==> src/rtl/dot_product_sequencer.sv <==
// Sequences a signed fixed-point dot product over two memory vectors through an external multiplier.
// Latency: len*(MUL_LAT+3)+1 cycles from start acceptance to done; one element in flight at a time.
// Backpressure: none; start is taken only in IDLE and ignored otherwise, memory and multiplier are fixed-latency.
module dot_product_sequencer #(
    parameter int N       = 16,
    parameter int Q       = 12,
    parameter int LEN_W   = 8,
    parameter int ADDR_W  = 8,
    parameter int MUL_LAT = 2
) (
    input  logic              clk,
    input  logic              rst_n,
    input  logic              start,
    input  logic [LEN_W-1:0]  len,
    input  logic [ADDR_W-1:0] base_x,
    input  logic [ADDR_W-1:0] base_w,
    output logic              rd_en,
    output logic [ADDR_W-1:0] x_addr,
    output logic [ADDR_W-1:0] w_addr,
    input  logic [N-1:0]      x_data,
    input  logic [N-1:0]      w_data,
    output logic              mul_start,
    output logic [N-1:0]      mul_a,
    output logic [N-1:0]      mul_b,
    input  logic [N-1:0]      mul_result,
    input  logic              mul_overflow,
    output logic              busy,
    output logic              done,
    output logic [N-1:0]      result,
    output logic              overflow
);

    localparam int ACC_W = N + LEN_W;
    localparam logic signed [ACC_W-1:0] ACC_MAX = {{(LEN_W+1){1'b0}}, {(N-1){1'b1}}};
    localparam logic signed [ACC_W-1:0] ACC_MIN = {{(LEN_W+1){1'b1}}, {(N-1){1'b0}}};
    localparam logic [3:0] WAIT_INIT = 4'(MUL_LAT - 1);

    typedef enum logic [2:0] {IDLE, FETCH, LOAD, MUL, WAIT, ACC, DONE} state_t;

    state_t                   state, state_nxt;
    logic [LEN_W-1:0]         len_r;
    logic [LEN_W-1:0]         idx;
    logic [LEN_W:0]           idx_inc;
    logic [ADDR_W-1:0]        base_x_r, base_w_r;
    logic signed [ACC_W-1:0]  acc, acc_sum, mul_ext;
    logic                     sticky;
    logic [3:0]               wcnt;
    logic                     last_elem, sat_hi, sat_lo;
    logic [31:0]              unused_q;

    // Q only names the operand format; a fixed-point sum is format-agnostic.
    assign unused_q  = 32'(Q);

    assign mul_ext   = {{LEN_W{mul_result[N-1]}}, mul_result};
    assign acc_sum   = acc + mul_ext;
    assign sat_hi    = acc_sum > ACC_MAX;
    assign sat_lo    = acc_sum < ACC_MIN;
    assign idx_inc   = {1'b0, idx} + {{LEN_W{1'b0}}, 1'b1};
    assign last_elem = idx_inc >= {1'b0, len_r};

    assign rd_en     = (state == FETCH);
    assign mul_start = (state == MUL);
    assign busy      = (state != IDLE);
    assign done      = (state == DONE);
    assign x_addr    = (state == FETCH) ? base_x_r + ADDR_W'(idx) : '0;
    assign w_addr    = (state == FETCH) ? base_w_r + ADDR_W'(idx) : '0;

    always_ff @(posedge clk or negedge rst_n) begin
        if (!rst_n) begin
            state <= IDLE;
        end else begin
            state <= state_nxt;
        end
    end

    always_comb begin
        state_nxt = state;
        case (state)
            IDLE:    if (start) state_nxt = (len == '0) ? DONE : FETCH;
            FETCH:   state_nxt = LOAD;
            LOAD:    state_nxt = MUL;
            MUL:     state_nxt = (MUL_LAT > 1) ? WAIT : ACC;
            WAIT:    if (wcnt <= 4'd1) state_nxt = ACC;
            ACC:     state_nxt = last_elem ? DONE : FETCH;
            DONE:    state_nxt = IDLE;
            default: state_nxt = IDLE;
        endcase
    end

    // Operands stay registered from LOAD until the next LOAD, covering the whole multiply window.
    always_ff @(posedge clk or negedge rst_n) begin
        if (!rst_n) begin
            len_r    <= '0;
            base_x_r <= '0;
            base_w_r <= '0;
            idx      <= '0;
            acc      <= '0;
            sticky   <= 1'b0;
            wcnt     <= '0;
            mul_a    <= '0;
            mul_b    <= '0;
            result   <= '0;
            overflow <= 1'b0;
        end else begin
            case (state)
                IDLE: begin
                    if (start) begin
                        len_r    <= len;
                        base_x_r <= base_x;
                        base_w_r <= base_w;
                        idx      <= '0;
                        acc      <= '0;
                        sticky   <= 1'b0;
                        if (len == '0) begin
                            result   <= '0;
                            overflow <= 1'b0;
                        end
                    end
                end
                LOAD: begin
                    mul_a <= x_data;
                    mul_b <= w_data;
                end
                MUL:  wcnt <= WAIT_INIT;
                WAIT: wcnt <= wcnt - 4'd1;
                ACC: begin
                    acc    <= acc_sum;
                    sticky <= sticky | mul_overflow;
                    idx    <= idx + 1'b1;
                    if (last_elem) begin
                        if (sat_hi)      result <= {1'b0, {(N-1){1'b1}}};
                        else if (sat_lo) result <= {1'b1, {(N-1){1'b0}}};
                        else             result <= acc_sum[N-1:0];
                        overflow <= sticky | mul_overflow | sat_hi | sat_lo;
                    end
                end
                default: ;
            endcase
        end
    end

endmodule

==> config.mk <==
export PLATFORM = sky130hd
export DESIGN_NAME = dot_product_sequencer
export DESIGN_NICKNAME = d
export VERILOG_FILES = /design/src/rtl/dot_product_sequencer.sv
export SDC_FILE = /design/constraint.sdc
export NUM_CORES = 1
export LEC_CHECK = 0
export CAP_MARGIN = 20
export CORE_ASPECT_RATIO = 0.5
export CORE_MARGIN = 2
export CORE_UTILIZATION = 47
export DETAILED_ROUTE_END_ITERATION = 10
export GPL_TIMING_DRIVEN = 1
export PLACE_DENSITY = 0.78
export SLEW_MARGIN = 20
export SYNTH_ARGS = -nofsm -noshare
export SYNTH_HDL_FRONTEND = slang
export SYNTH_SLANG_ARGS = --single-unit
==> constraint.sdc <==
create_clock -name clk -period 3.1 [get_ports clk]
set_input_delay 0.93 -clock clk [delete_from_list [all_inputs] [get_ports clk]]
set_output_delay 0.93 -clock clk [all_outputs]
set_load 0.1 [all_outputs]
==> results_tabular.tex <==
\begin{tabular}{lr}
\hline
Metric & Value \\
\hline
\multicolumn{2}{l}{\textbf{Run status}} \\
Run status & finished, violations left \\
Violated checks & setup timing \\
\multicolumn{2}{l}{\textbf{Floorplanning}} \\
Number of primary I/O pins & between 100 and 150 \\
Chip Width & approximately 170 um \\
Vertical die dimension & 89.2 um \\
Starting utilization of the core area & 0.477 \\
Total die area & 0.0156 sq mm \\
Core Area & around 0.014 sq mm \\
Number of rows in the core area & 31 \\
\multicolumn{2}{l}{\textbf{Detailed routing}} \\
Number of remaining DRC errors & 0 \\
DR vias & $\sim$6600 \\
First-iteration detailed-routing DRC count & 414 \\
Routed vias/inst & 5.58 \\
Total length of routed wires & between 20000 and 25000 um \\
Antenna-violating nets left & 0 \\
Number of iterations in the first detailed-routing pass & 5 \\
WL/cell & about 18 um \\
\multicolumn{2}{l}{\textbf{Timing}} \\
Clock period minus final worst setup slack & 3.70 ns \\
Share of the clock period used by the worst path & 1.19 \\
Hold Fails Final Rpt & 0 \\
Max Fclk & 270 MHz \\
Relative slew margins & 0.507 \\
Setup repair after global routing missed its margin & true \\
Setup TNS after final layout & -10.86 ns \\
Slew at the pin closest to its max-slew limit & 0.740 ns \\
Worst setup margin & -0.603 ns \\
Worst hold margin & 0.488 ns \\
Clock tree skew after final layout & 0.0106 ns \\
Count of pins over their slew limit & 0 \\
Setup-violating endpoint count in the final report & 23 \\
\multicolumn{2}{l}{\textbf{Critical path}} \\
Critical path buffer and inverter count & 2 \\
Slowest library cell on the worst path & sky130\_fd\_sc\_hd\_\_or4\_4 \\
Largest delay share family, worst path & compound AO/OA/AOI/OAI gates \\
Sequence of cells on the critical path & buf\_6, ha\_4, fa\_2, a21o\_1, a221o\_1, a22o\_1, a2111oi\_4, a311oi\_2, or4\_4, o311ai\_4, buf\_6, o311ai\_1 \\
CP endpoint kind & flop \\
Crit-path most repeated cell & sky130\_fd\_sc\_hd\_\_buf\_6 \\
Required time at the worst-slack endpoint & 3.37 ns \\
Launching element type of the critical path & primary input \\
Category of the most critical setup path & primary input to flop \\
Critical Path Fanout Max & 7 \\
Crit path arrival time & 3.97 ns \\
Peak per-stage delay on the critical path & approximately 0.56 ns \\
\multicolumn{2}{l}{\textbf{Placement}} \\
Count of buffers from port buffering & roughly 140 \\
Final HPWL DP & 14300 um \\
Placed Cells & 1128 \\
Last weighted congestion value of the routability-driven placer & 0.897 \\
\multicolumn{2}{l}{\textbf{Run}} \\
Max\_cap viols & 0 \\
\multicolumn{2}{l}{\textbf{Worst hold path}} \\
Worst Hold Class & flop to flop \\
\multicolumn{2}{l}{\textbf{Logic synthesis}} \\
Register area share after synthesis & 0.414 \\
Synthesized flop and latch total & 113 \\
Per-instance average area after synthesis & $\sim$9.7 sq um \\
Biggest area consumer among synthesized cells & sky130\_fd\_sc\_hd\_\_dfrtp\_1 \\
Area contributors post-synth & sky130\_fd\_sc\_hd\_\_dfrtp\_1 41\%, sky130\_fd\_sc\_hd\_\_ha\_1 8.8\%, sky130\_fd\_sc\_hd\_\_mux2\_2 8.1\% \\
Top-area cell type share of the netlist area & 0.414 \\
Post-synth ARST share & 1.00 \\
Number of enable-type register cells in the synthesized netlist & 0 \\
Leading cell type by number of instances after synthesis & sky130\_fd\_sc\_hd\_\_dfrtp\_1 \\
Net count after synthesis & 833 \\
Post-synthesis cell count & around 710 \\
Post-synth top flop & sky130\_fd\_sc\_hd\_\_dfrtp\_1 \\
Number of different library cells in the post-synthesis netlist & 56 \\
Post-Syn Area & 0.00683 sq mm \\
Number of warnings printed during yosys synthesis & 0 \\
Most frequent cells after synthesis & 113 x sky130\_fd\_sc\_hd\_\_dfrtp\_1, 84 x sky130\_fd\_sc\_hd\_\_nand2\_1, 49 x sky130\_fd\_sc\_hd\_\_mux2\_2 \\
\multicolumn{2}{l}{\textbf{GRT}} \\
Maximum number of pins on one net before global-route repair & 55 \\
Remaining global-route overflow & 0 \\
First-pass GRT wire length & around 33000 um \\
Antenna violations before repair & 1 \\
Combined global-route utilization of all metal layers & 0.265 \\
Via count of the first global-routing pass & 6666 \\
\multicolumn{2}{l}{\textbf{Clock network}} \\
CTS hold repair buffers & 0 \\
CTS Buf Count & 17 \\
H-tree depth & 4 \\
CTS tree & yes \\
Reg clk slew, reported paths & 0.06 ns \\
Clock Sink Count & $\sim$110 \\
Clock Root Buffer & sky130\_fd\_sc\_hd\_\_clkbuf\_16 \\
Worst skew pair latency & 0.41 ns \\
Longest Clk Path Bufs & 2 \\
\multicolumn{2}{l}{\textbf{Cells and area}} \\
Layout area overhead & 58.1\% \\
Fill count & 922 \\
Share of post-route cells with drive strength above 1 & 0.403 \\
Nets & about 1100 \\
Number of standard cells in the layout, taps in and fillers out & 1180 \\
Post-Route Utilization & 0.754 \\
\multicolumn{2}{l}{\textbf{Power and ir drop}} \\
Overall power consumption & 13.1 mW \\
Leak pwr & 4.91 nW \\
Worst-case vdd ir drop & around 0.9 mV \\
Cell Pwr Density & 1220 mW/mm\^{}2 \\
\hline
\end{tabular}
[worst paths after layout]
kind,start,to,slack [ns],depth (start not counted)
worst max-delay path,mul_result[0],result[3],-0.60,12
worst min-delay path,result[10],result[10],0.49,2
worst max register to register,acc[0],result[3],-0.42,11
worst min register to register,result[10],result[10],0.49,2
max in group asynchronous,rst_n,result[4],1.84,2
min in group asynchronous,rst_n,result[12],0.58,1
[power by group]
group          total (mW)  switching, mW  internal [mW]  leakage [nW]
sequential           2.54          0.434           2.11          1.39
clock                2.00          0.758           1.24         0.287
combinational        8.59           5.56           3.04          3.23
[cell type report]
cell class,count,area (sq um),area share
inverter,26,97.6,0.00904
timing repair buffer,279,2560,0.238
multi-input combinational,531,4450,0.412
clock buffer,19,453,0.0420
tap,198,248,0.0229
antenna,1,2.50,0.000232
sequential,113,2830,0.262
clock inverter,13,149,0.0138
[cell families (layout without fill, tap and decap cells)]
| group | count (synthesis) | in the layout | synth area share |
|---|---|---|---|
| fa+ha+maj | 51 | 51 | 0.0967 |
| compound gates | 182 | 182 | 0.180 |
| buf+inv | 62 | 337 | 0.0354 |
| xor+xnor | 36 | 36 | 0.0462 |
| simple gates | 213 | 213 | 0.147 |
| mux | 49 | 49 | 0.0808 |
| flops | 113 | 113 | 0.414 |
| other cells | 0 | 1 | 0 |
[sequential cells by signal (all words and copies together) (netlist names)]
register / cells
mul_a: 16
overflow: 1
state: 3
idx: 8
len_r: 8
result: 16
base_w_r: 8
sticky: 1
wcnt: 4
mul_b: 16
acc: 24
base_x_r: 8
[worst reg2reg max path, delay by kind of cell (launching register included)]
family | cells | cell delay (ns)
AOI/OAI and AO/OA | 7 | 1.63
adders and majority gates | 2 | 0.57
and+or+nand+nor | 1 | 0.56
DFF | 1 | 0.41
buffers and inverters | 1 | 0.21
[timing repair]
item	4_1_cts	5_1_grt
cloned	1	0
setup buffers	13	9
endpoints found under the setup margin	33	30
resized for setup	60	65
pin swaps	38	35
[layer usage]
metal  GRT usage  share of wire  wire, um
met4      0.0970          0.015       315
met3      0.0612          0.051      1070
met1       0.323           0.42      8860
met2       0.473           0.51     10700
met5           0              0         0
[through the flow]
step                      setup slack [ns]  instance area [sq um]
after floorplan                     -0.713                   6930
after global placement               -1.25                   9440
after detailed placement             -1.36                   9440
after CTS                           -0.705                  10500
after global routing                -0.702                  10800
final                               -0.603                  10800
[placed cells by master (no fill, tap or decap), drive strengths merged, types with 10 or more instances in the layout]
cell type      instances
a21o                  10
a21oi                 43
and2                  10
and3                  12
buf                  206
clkbuf                20
clkdlybuf4s50         62
dfrtp                113
ha                    48
inv                   31
mux2                  49
nand2                 84
nand3                 14
nor2                  48
o21ai                 41
o311ai                15
xnor2                 23
xor2                  13
(Power assumes the default switching activity.)
